===== config.mk =====
export PLATFORM = sky130hd
export DESIGN_NAME = subtractor_serial_amisha_flat
export DESIGN_NICKNAME = d
export VERILOG_FILES = /design/src/rtl/subtractor_serial_amisha_if.sv /design/src/rtl/subtractor_serial_amisha.sv /design/src/flat_wrapper.sv
export SDC_FILE = /design/constraint.sdc
export NUM_CORES = 1
export LEC_CHECK = 0
export BUFFER_PORTS_ARGS = -buffer_cell sky130_fd_sc_hd__buf_4
export CORE_ASPECT_RATIO = 1.5
export CORE_MARGIN = 3
export CORE_UTILIZATION = 58
export CTS_CLUSTER_DIAMETER = 60
export DETAILED_ROUTE_END_ITERATION = 6
export GPL_ROUTABILITY_DRIVEN = 0
export PLACE_DENSITY_LB_ADDON = 0.15
export SETUP_SLACK_MARGIN = 0.5
export SYNTH_ARGS = -nofsm -noshare
export SYNTH_HDL_FRONTEND = slang
export SYNTH_SLANG_ARGS = --single-unit

===== constraint.sdc =====
create_clock -name clk_amisha -period 2.7 [get_ports clk_amisha]
set_input_delay 0.27 -clock clk_amisha [delete_from_list [all_inputs] [get_ports clk_amisha]]
set_output_delay 0.27 -clock clk_amisha [all_outputs]
set_load 0.005 [all_outputs]

===== src/rtl/subtractor_serial_amisha_if.sv =====
// Handshake and operand/result bundle for the bit-serial subtractor.
// The controller drives start and operands; the subtractor returns status and results.
interface subtractor_serial_amisha_if #(
  parameter int N = 4
);
  logic         start_amisha;
  logic [N-1:0] a_amisha;
  logic [N-1:0] b_amisha;
  logic         busy_amisha;
  logic         done_amisha;
  logic [N-1:0] diff_amisha;
  logic         bout_amisha;
  logic         ovf_amisha;

  modport master (
    output start_amisha, a_amisha, b_amisha,
    input  busy_amisha, done_amisha, diff_amisha, bout_amisha, ovf_amisha
  );

  modport slave (
    input  start_amisha, a_amisha, b_amisha,
    output busy_amisha, done_amisha, diff_amisha, bout_amisha, ovf_amisha
  );
endinterface


===== src/rtl/subtractor_serial_amisha.sv =====
// Bit-serial a - b subtractor, one bit per clock LSB first, with start/done handshake.
// Results, borrow-out and signed overflow are registered and held between done pulses.
module subtractor_serial_amisha #(
  parameter int N = 4
) (
  input  logic                         clk_amisha,
  input  logic                         rst_n_amisha,
  subtractor_serial_amisha_if.slave    bus_amisha
);

  localparam int CW = $clog2(N);
  localparam logic [CW-1:0] LAST_BIT = CW'(N - 1);

  typedef enum logic [1:0] {
    IDLE,
    RUN,
    DONE
  } state_t;

  state_t        state_q, state_d;
  logic [CW-1:0] cnt_q, cnt_d;
  logic          borrow_q, borrow_d;
  logic [N-1:0]  aShift_q, aShift_d;
  logic [N-1:0]  bShift_q, bShift_d;
  logic [N-2:0]  resShift_q, resShift_d;
  logic          aMsb_q, aMsb_d;
  logic          bMsb_q, bMsb_d;
  logic [N-1:0]  diff_q, diff_d;
  logic          bout_q, bout_d;
  logic          ovf_q, ovf_d;
  logic          done_q, done_d;

  logic          dBit;
  logic          borrowNext;
  logic [N-1:0]  resFull;

  assign dBit       = aShift_q[0] ^ bShift_q[0] ^ borrow_q;
  assign borrowNext = (~aShift_q[0] & bShift_q[0]) | (~(aShift_q[0] ^ bShift_q[0]) & borrow_q);
  // The newest bit lands on top; after N-1 shifts the oldest bit sits at position 0.
  assign resFull    = {dBit, resShift_q};

  always_ff @(posedge clk_amisha or negedge rst_n_amisha) begin
    if (!rst_n_amisha) begin
      state_q    <= IDLE;
      cnt_q      <= '0;
      borrow_q   <= 1'b0;
      aShift_q   <= '0;
      bShift_q   <= '0;
      resShift_q <= '0;
      aMsb_q     <= 1'b0;
      bMsb_q     <= 1'b0;
      diff_q     <= '0;
      bout_q     <= 1'b0;
      ovf_q      <= 1'b0;
      done_q     <= 1'b0;
    end else begin
      state_q    <= state_d;
      cnt_q      <= cnt_d;
      borrow_q   <= borrow_d;
      aShift_q   <= aShift_d;
      bShift_q   <= bShift_d;
      resShift_q <= resShift_d;
      aMsb_q     <= aMsb_d;
      bMsb_q     <= bMsb_d;
      diff_q     <= diff_d;
      bout_q     <= bout_d;
      ovf_q      <= ovf_d;
      done_q     <= done_d;
    end
  end

  always_comb begin
    state_d    = state_q;
    cnt_d      = cnt_q;
    borrow_d   = borrow_q;
    aShift_d   = aShift_q;
    bShift_d   = bShift_q;
    resShift_d = resShift_q;
    aMsb_d     = aMsb_q;
    bMsb_d     = bMsb_q;
    diff_d     = diff_q;
    bout_d     = bout_q;
    ovf_d      = ovf_q;
    done_d     = 1'b0;

    unique case (state_q)
      IDLE: begin
        if (bus_amisha.start_amisha) begin
          aShift_d = bus_amisha.a_amisha;
          bShift_d = bus_amisha.b_amisha;
          aMsb_d   = bus_amisha.a_amisha[N-1];
          bMsb_d   = bus_amisha.b_amisha[N-1];
          borrow_d = 1'b0;
          cnt_d    = '0;
          state_d  = RUN;
        end
      end
      RUN: begin
        aShift_d   = {1'b0, aShift_q[N-1:1]};
        bShift_d   = {1'b0, bShift_q[N-1:1]};
        resShift_d = resFull[N-1:1];
        borrow_d   = borrowNext;
        // Counter parks at zero on the last bit so it never passes an out-of-range value.
        if (cnt_q == LAST_BIT) begin
          cnt_d   = '0;
          diff_d  = resFull;
          bout_d  = borrowNext;
          ovf_d   = (aMsb_q ^ bMsb_q) & (dBit ^ aMsb_q);
          done_d  = 1'b1;
          state_d = DONE;
        end else begin
          cnt_d = cnt_q + CW'(1);
        end
      end
      DONE: begin
        state_d = IDLE;
      end
      default: begin
        state_d = IDLE;
      end
    endcase
  end

  assign bus_amisha.busy_amisha = (state_q != IDLE);
  assign bus_amisha.done_amisha = done_q;
  assign bus_amisha.diff_amisha = diff_q;
  assign bus_amisha.bout_amisha = bout_q;
  assign bus_amisha.ovf_amisha  = ovf_q;

endmodule

===== src/flat_wrapper.sv =====
// flat-port wrapper written by rule: the top's interface ports become plain ports
module subtractor_serial_amisha_flat 
#(
  parameter int N = 4
)
  (clk_amisha, rst_n_amisha, bus_amisha_start_amisha, bus_amisha_a_amisha, bus_amisha_b_amisha, bus_amisha_busy_amisha, bus_amisha_done_amisha, bus_amisha_diff_amisha, bus_amisha_bout_amisha, bus_amisha_ovf_amisha);
  subtractor_serial_amisha_if #(.N(N)) bus_amisha_i ();
  input  logic clk_amisha;
  input  logic rst_n_amisha;
  input wire logic [$bits(bus_amisha_i.start_amisha)-1:0] bus_amisha_start_amisha;
  input wire logic [$bits(bus_amisha_i.a_amisha)-1:0] bus_amisha_a_amisha;
  input wire logic [$bits(bus_amisha_i.b_amisha)-1:0] bus_amisha_b_amisha;
  output wire logic [$bits(bus_amisha_i.busy_amisha)-1:0] bus_amisha_busy_amisha;
  output wire logic [$bits(bus_amisha_i.done_amisha)-1:0] bus_amisha_done_amisha;
  output wire logic [$bits(bus_amisha_i.diff_amisha)-1:0] bus_amisha_diff_amisha;
  output wire logic [$bits(bus_amisha_i.bout_amisha)-1:0] bus_amisha_bout_amisha;
  output wire logic [$bits(bus_amisha_i.ovf_amisha)-1:0] bus_amisha_ovf_amisha;
  assign bus_amisha_i.start_amisha = bus_amisha_start_amisha;
  assign bus_amisha_i.a_amisha = bus_amisha_a_amisha;
  assign bus_amisha_i.b_amisha = bus_amisha_b_amisha;
  assign bus_amisha_busy_amisha = bus_amisha_i.busy_amisha;
  assign bus_amisha_done_amisha = bus_amisha_i.done_amisha;
  assign bus_amisha_diff_amisha = bus_amisha_i.diff_amisha;
  assign bus_amisha_bout_amisha = bus_amisha_i.bout_amisha;
  assign bus_amisha_ovf_amisha = bus_amisha_i.ovf_amisha;
  subtractor_serial_amisha #(.N(N)) u_core (.clk_amisha(clk_amisha), .rst_n_amisha(rst_n_amisha), .bus_amisha(bus_amisha_i));
endmodule

Word level (Yosys, flattened, before mapping). Index checks and enable logic that the tools add are counted.

Bits of input ports: 11. Register bits after elaboration: 25. Word-level logic and storage cells: 48. Output and inout port bits: 8.

Bitwise gates (word level): 10. Mux-type cells: 14. Equality and inequality tests: 4. Reduce and logical (&&, ||, !) cells: 7. Add/subtract/negate cells: 1.

Operators by type and width (count): 4-bit one-hot mux with 2 select lines (2); 2-bit two-way mux (4); 4-bit two-way mux (2); 2-bit one-hot mux with 2 select lines (2); 2-bit AND reduction (4); 2-bit nonzero test (2); 1-bit bitwise XOR (4); 1-bit AND (3); 1-bit two-way mux (3); 2-bit by 1-bit adder with 2-bit output (second input constant) (1); 2-bit by 1-bit equality test with 1-bit output (second input constant) (1); 2-bit equality test (second input constant) (1); 2-bit zero test (1); 2-bit by 1-bit != test with 1-bit output (second input constant) (1); 2-bit != test (second input constant) (1); 1-bit inverter (2); 1-bit one-hot mux with 2 select lines (1); 1-bit bitwise OR (1).

Logic depth before layout (Yosys ltp).
Word-level depth: 5. Mapped depth: 5. Gate-level depth less buffers: 5.

Least setup slack after synthesis. OpenSTA, ideal clock, no wires.

Kind: reg2reg. From: register u_core.bShift_q[0]. To: register u_core.ovf_q (netlist: u_core.bus_amisha.ovf_amisha). Arrival: 1.214 ns. Required time: 2.576 ns. Clock period less this slack: 1.338 ns. Path buffers: 0. Stages on the path, launching flop included: 6. Slack: 1.362 ns. Setup time: 0.124 ns. Path through: dfrtp_1 > inv_1 > fa_1 > nor2b_1 > a21oi_1 > o21ai_1.

Word-level cells in the longest chain between the ends: 4.

Ends and longest elaborated chain: from (decl) (line subtractor_serial_amisha.sv:24) `logic [N-1:0] bShift_q, bShift_d;`; from (signal assigned) (line subtractor_serial_amisha.sv:61) `bShift_q <= bShift_d;`; 1-bit bitwise XOR (2 in series) (line subtractor_serial_amisha.sv:37) `assign dBit = aShift_q[0] ^ bShift_q[0] ^ borrow_q;`; named net u_core.dBit (line subtractor_serial_amisha.sv:33) `logic dBit;`; 1-bit bitwise XOR (line subtractor_serial_amisha.sv:108) `ovf_d = (aMsb_q ^ bMsb_q) & (dBit ^ aMsb_q);`; 1-bit AND (line subtractor_serial_amisha.sv:108); to (signal assigned) (line subtractor_serial_amisha.sv:67) `ovf_q <= ovf_d;`; to (decl) (line subtractor_serial_amisha.sv:30) `logic ovf_q, ovf_d;`.

The timed path passes the listed nets, and every way through them passes these cells. A chain may end at the register's enable or synchronous reset.

Worst setup path in the final report.
From: register u_core.state_q[0]. To: output port bus_amisha_busy_amisha.

Word-level cells in the longest chain between the ends: 1.

Ends and longest elaborated chain: from (decl) (line subtractor_serial_amisha.sv:20) `state_t state_q, state_d;`; from (signal assigned) (line subtractor_serial_amisha.sv:57) `state_q <= state_d;`; 2-bit nonzero test (line subtractor_serial_amisha.sv:124) `assign bus_amisha.busy_amisha = (state_q != IDLE);`; to (decl) (line flat_wrapper.sv:13) `output wire logic [$bits(bus_amisha_i.busy_amisha)-1:0] bus_amisha_busy_amisha;`.

Every way passes these cells.

==> impl_metrics.csv <==
group,metric,value,unit
route,drc,0,
clock_network,clk_root_buffer_cell,"clkbuf_4",
final_layout,finalInstanceArea,0.00131,sq mm
worst_setup_path,worstSetupPathType,"flop to output port",
worst_setup_path,worstPathMaxFanout,15,
synthesis,synth_xor_area_share,0,%
route,drt-total-wl,2.05,mm
die,die_x,42.2,microns
grt,grt_overflow_total,0,
status,outcome,"complete, no violations",
route,route.vias.total,793,
route,top_layer,"met4",
synthesis,synth.distinct_cells,27,
die,die_y,60.3,microns
synthesis,muxShareOfSynthArea,7.47,%
synthesis,seq_area_frac_synth,54.9,%
final_layout,antenna_cells,0,
die,rows,19,
synthesis,ys_ff_latch,25,
clock_network,ctsResizeCount,0,
worst_setup_path,worstPathRequired,2430,ps
pwr,ir_drop,0.000653,V
final_layout,area_delta_synth_final,15.4,%
worst_setup_path,worstSetupEndpoint,"bus_amisha_busy_amisha",
grt,grt_pass1_vias,816,
grt,antenna_found_initial,0,
flow_run,maxCapViolations,0,
clock_network,cts_buffer_depth,2,
synthesis,synth.most_common_cell,"dfrtp_1",
pwr,power.total,1.39,mW
hold_path,hp-start,"bus_amisha_a_amisha[3]",
die,core_area,0.00185,sq mm
timing,timing.fmax,610,MHz
timing,tns,0,ps
clock_network,clk_pin_slew_worst_paths,130,ps
die,initial_core_util,61.4,%
final_layout,fin_cells,144,
clock_network,cts_tree,"done",
synthesis,avgSynthCellArea,10.9,sq um
synthesis,synth_top_area_cell,"dfrtp_1",
placed_design,dp_slack,1290,ps
timing,tightest_slew,546,ps
timing,rsz0062_at_grt,"no",
synthesis,netlist_area,0.00114,sq mm
synthesis,ys_warn_count,0,
route,viasPerCell,5.51,
timing,finClkSkew,4.35,ps
timing,min_period_over_period,60.7,%
route,drtIter0Drc,5,
clock_network,clock-sinks,25,
synthesis,synth_top_area_share,54.9,%
grt,grt_use_total,19.1,%
synthesis,synth-edff-count,0,
grt,grt_pass1_wl,3.57,mm
die,die-area,0.00254,sq mm
route,antenna_left,0,
die,io_pins,19,
hold_path,hp-class,"input port to flop",
route,route.met2.wl,1.06,mm
worst_setup_path,r2r_slack,1270,ps
pwr,leakage,0.636,nW
clock_network,clk_latency,320,ps
timing,period_needed,1640,ps
synthesis,synth_cells,104,
synthesis,synthAdderAreaFrac,2.86,%
timing,hold_violations,0,
clock_network,htree_num_levels,1,
worst_setup_path,reg2regPathDepth,5,
grt,grt_max_degree,26,
route,drt-pass1-iter-count,4,
pwr,p_per_area,1060,mW/mm^2
placed_design,placed_cells,139,
route,routed-wl-met3,65,microns
worst_setup_path,critical_path.startpoint,"u_core.state_q[0]$_DFFE_PN0P_",
timing,finalSetupViolCount,0,
synthesis,synthTopCellsByArea,"dfrtp_1 (55%), nand2_1 (4.9%), nor2b_1 (4.9%), o21ai_1 (4.8%), a22oi_1 (4.0%)",
synthesis,synthTopCellsByCount,"dfrtp_1 (25), nand2_1 (15), o21ai_1 (11), nor2b_1 (9), a21oi_1 (8)",
worst_setup_path,rr_endpoint,"u_core.bus_amisha.ovf_amisha$_DFFE_PN0P_",
clock_network,cts_buffers,3,
clock_network,post_cts.repair.setup_buffers,0,
worst_setup_path,rr_startpoint,"u_core.bShift_q[0]$_DFFE_PN0P_",
placed_design,dpl-instance-area,0.00128,sq mm
timing,slew_violations,0,
route,wl_met1,884,microns
worst_setup_path,crit_arrival,1370,ps
route,wl_per_cell,14.2,microns
placed_design,dp_hpwl,1.50,mm
synthesis,ys.flop_type,"dfrtp_1",
synthesis,ys_async_sr_fraction,100,%
timing,finalWorstSetupSlack,1060,ps
timing,relSlewSlack,63.6,%
worst_setup_path,startpoint_type,"flop",
synthesis,synth_top_family_by_area,"simple AND/OR/NAND/NOR gates",
final_layout,drive_gt1_share,22.8,%
worst_setup_path,end_kind,"output port",
synthesis,synth_fp_nets,117,
synthesis,synth_compound_area_share,15.2,%
final_layout,final_nets,137,
synthesis,synth-simple-area-share,15.3,%
placed_design,portBuffers,18,
==> metal layers <==
| layer | vias up | global-route usage [%] |
|---|---|---|
| met4 | 0 | 13.3 |
| li1 | 394 | - |
| met3 | 4 | 1.81 |
| met5 | - | 0 |
| met1 | 380 | 21.7 |
| met2 | 15 | 33.3 |
==> area by class of cell <==
cell class	instances	area, sq um
multi-input cells	69	464
well taps	21	26.3
fillers	135	541
inverters	5	18.8
flip-flops and latches	25	626
repair buffers	20	153
clock buffers	4	26.3
==> registers in the layout (all words and copies together), names as in the netlist <==
name                           cells
u_core.aMsb_q                      1
u_core.aShift_q                    4
u_core.bMsb_q                      1
u_core.bShift_q                    4
u_core.borrow_q                    1
u_core.bus_amisha.bout_amisha      1
u_core.bus_amisha.diff_amisha      4
u_core.bus_amisha.done_amisha      1
u_core.bus_amisha.ovf_amisha       1
u_core.cnt_q                       2
u_core.resShift_q                  3
u_core.state_q                     2
==> cell usage in the layout, fill, tap and decap left out <==
cell type and count:
dfrtp_1 25, buf_4 19, nand2_1 15, o21ai_1 11
nor2b_1 9, a21oi_1 8, a22oi_1 6, mux2_1 4
inv_1 3, clkbuf_4 3, inv_2 2, mux2_4 2
or2_1 1, nand3b_4 1, and2b_1 1, nand2b_1 1
o21bai_1 1, a22o_1 1, o31ai_1 1, nor3b_1 1
mux2i_1 1, nor2_1 1, and2b_4 1, a2bb2oi_1 1
fa_1 1, ha_1 1, clkbuf_1 1, dlygate4sd3_1 1
==> kinds of logic (layout without fill, tap and decap cells) <==
logic type	Yosys count	after routing
mux	7	7
compound gates	29	29
buf+inv	10	29
fa+ha+maj	2	2
flops	25	25
simple gates	31	31
==> timing repair <==
item / in CTS / in global routing
hold buffers: 1 / 0
endpoints found under the hold margin: 25 / 0
setup endpoints to repair: 0 / 0
==> worst min-delay path by stage <==
stage,to,slack [ps],cells past startpoint
floorplan,u_core.aMsb_q$_DFFE_PN0P_,-30,0
global placement,u_core.cnt_q[0]$_DFFE_PN0P_,180,1
detailed placement,u_core.resShift_q[1]$_DFFE_PN0P_,190,1
CTS,u_core.aMsb_q$_DFFE_PN0P_,180,2
global route,u_core.aMsb_q$_DFFE_PN0P_,170,2
finish,u_core.aMsb_q$_DFFE_PN0P_,190,2
==> worst max-delay path, cell delays in order (launching register included) <==
cell	delay [ps]
dfrtp_1	600
or2_1	310
buf_4	130
==> power by group <==
group          internal, mW  switching (mW)
registers             0.532           0.142
clock network        0.0578           0.107
logic                 0.300           0.250
==> stage by stage <==
| stage | util [%] | hold WS, ps |
|---|---|---|
| 2_1_floorplan | - | -25.6 |
| 3_3_place_gp | 68.9 | 183 |
| 3_5_place_dp | 68.9 | 189 |
| 4_1_cts | 70.9 | 180 |
| 5_1_grt | 70.9 | 174 |
| 6_report | 70.9 | 192 |
Note: power is estimated with default switching activity, not from simulation.
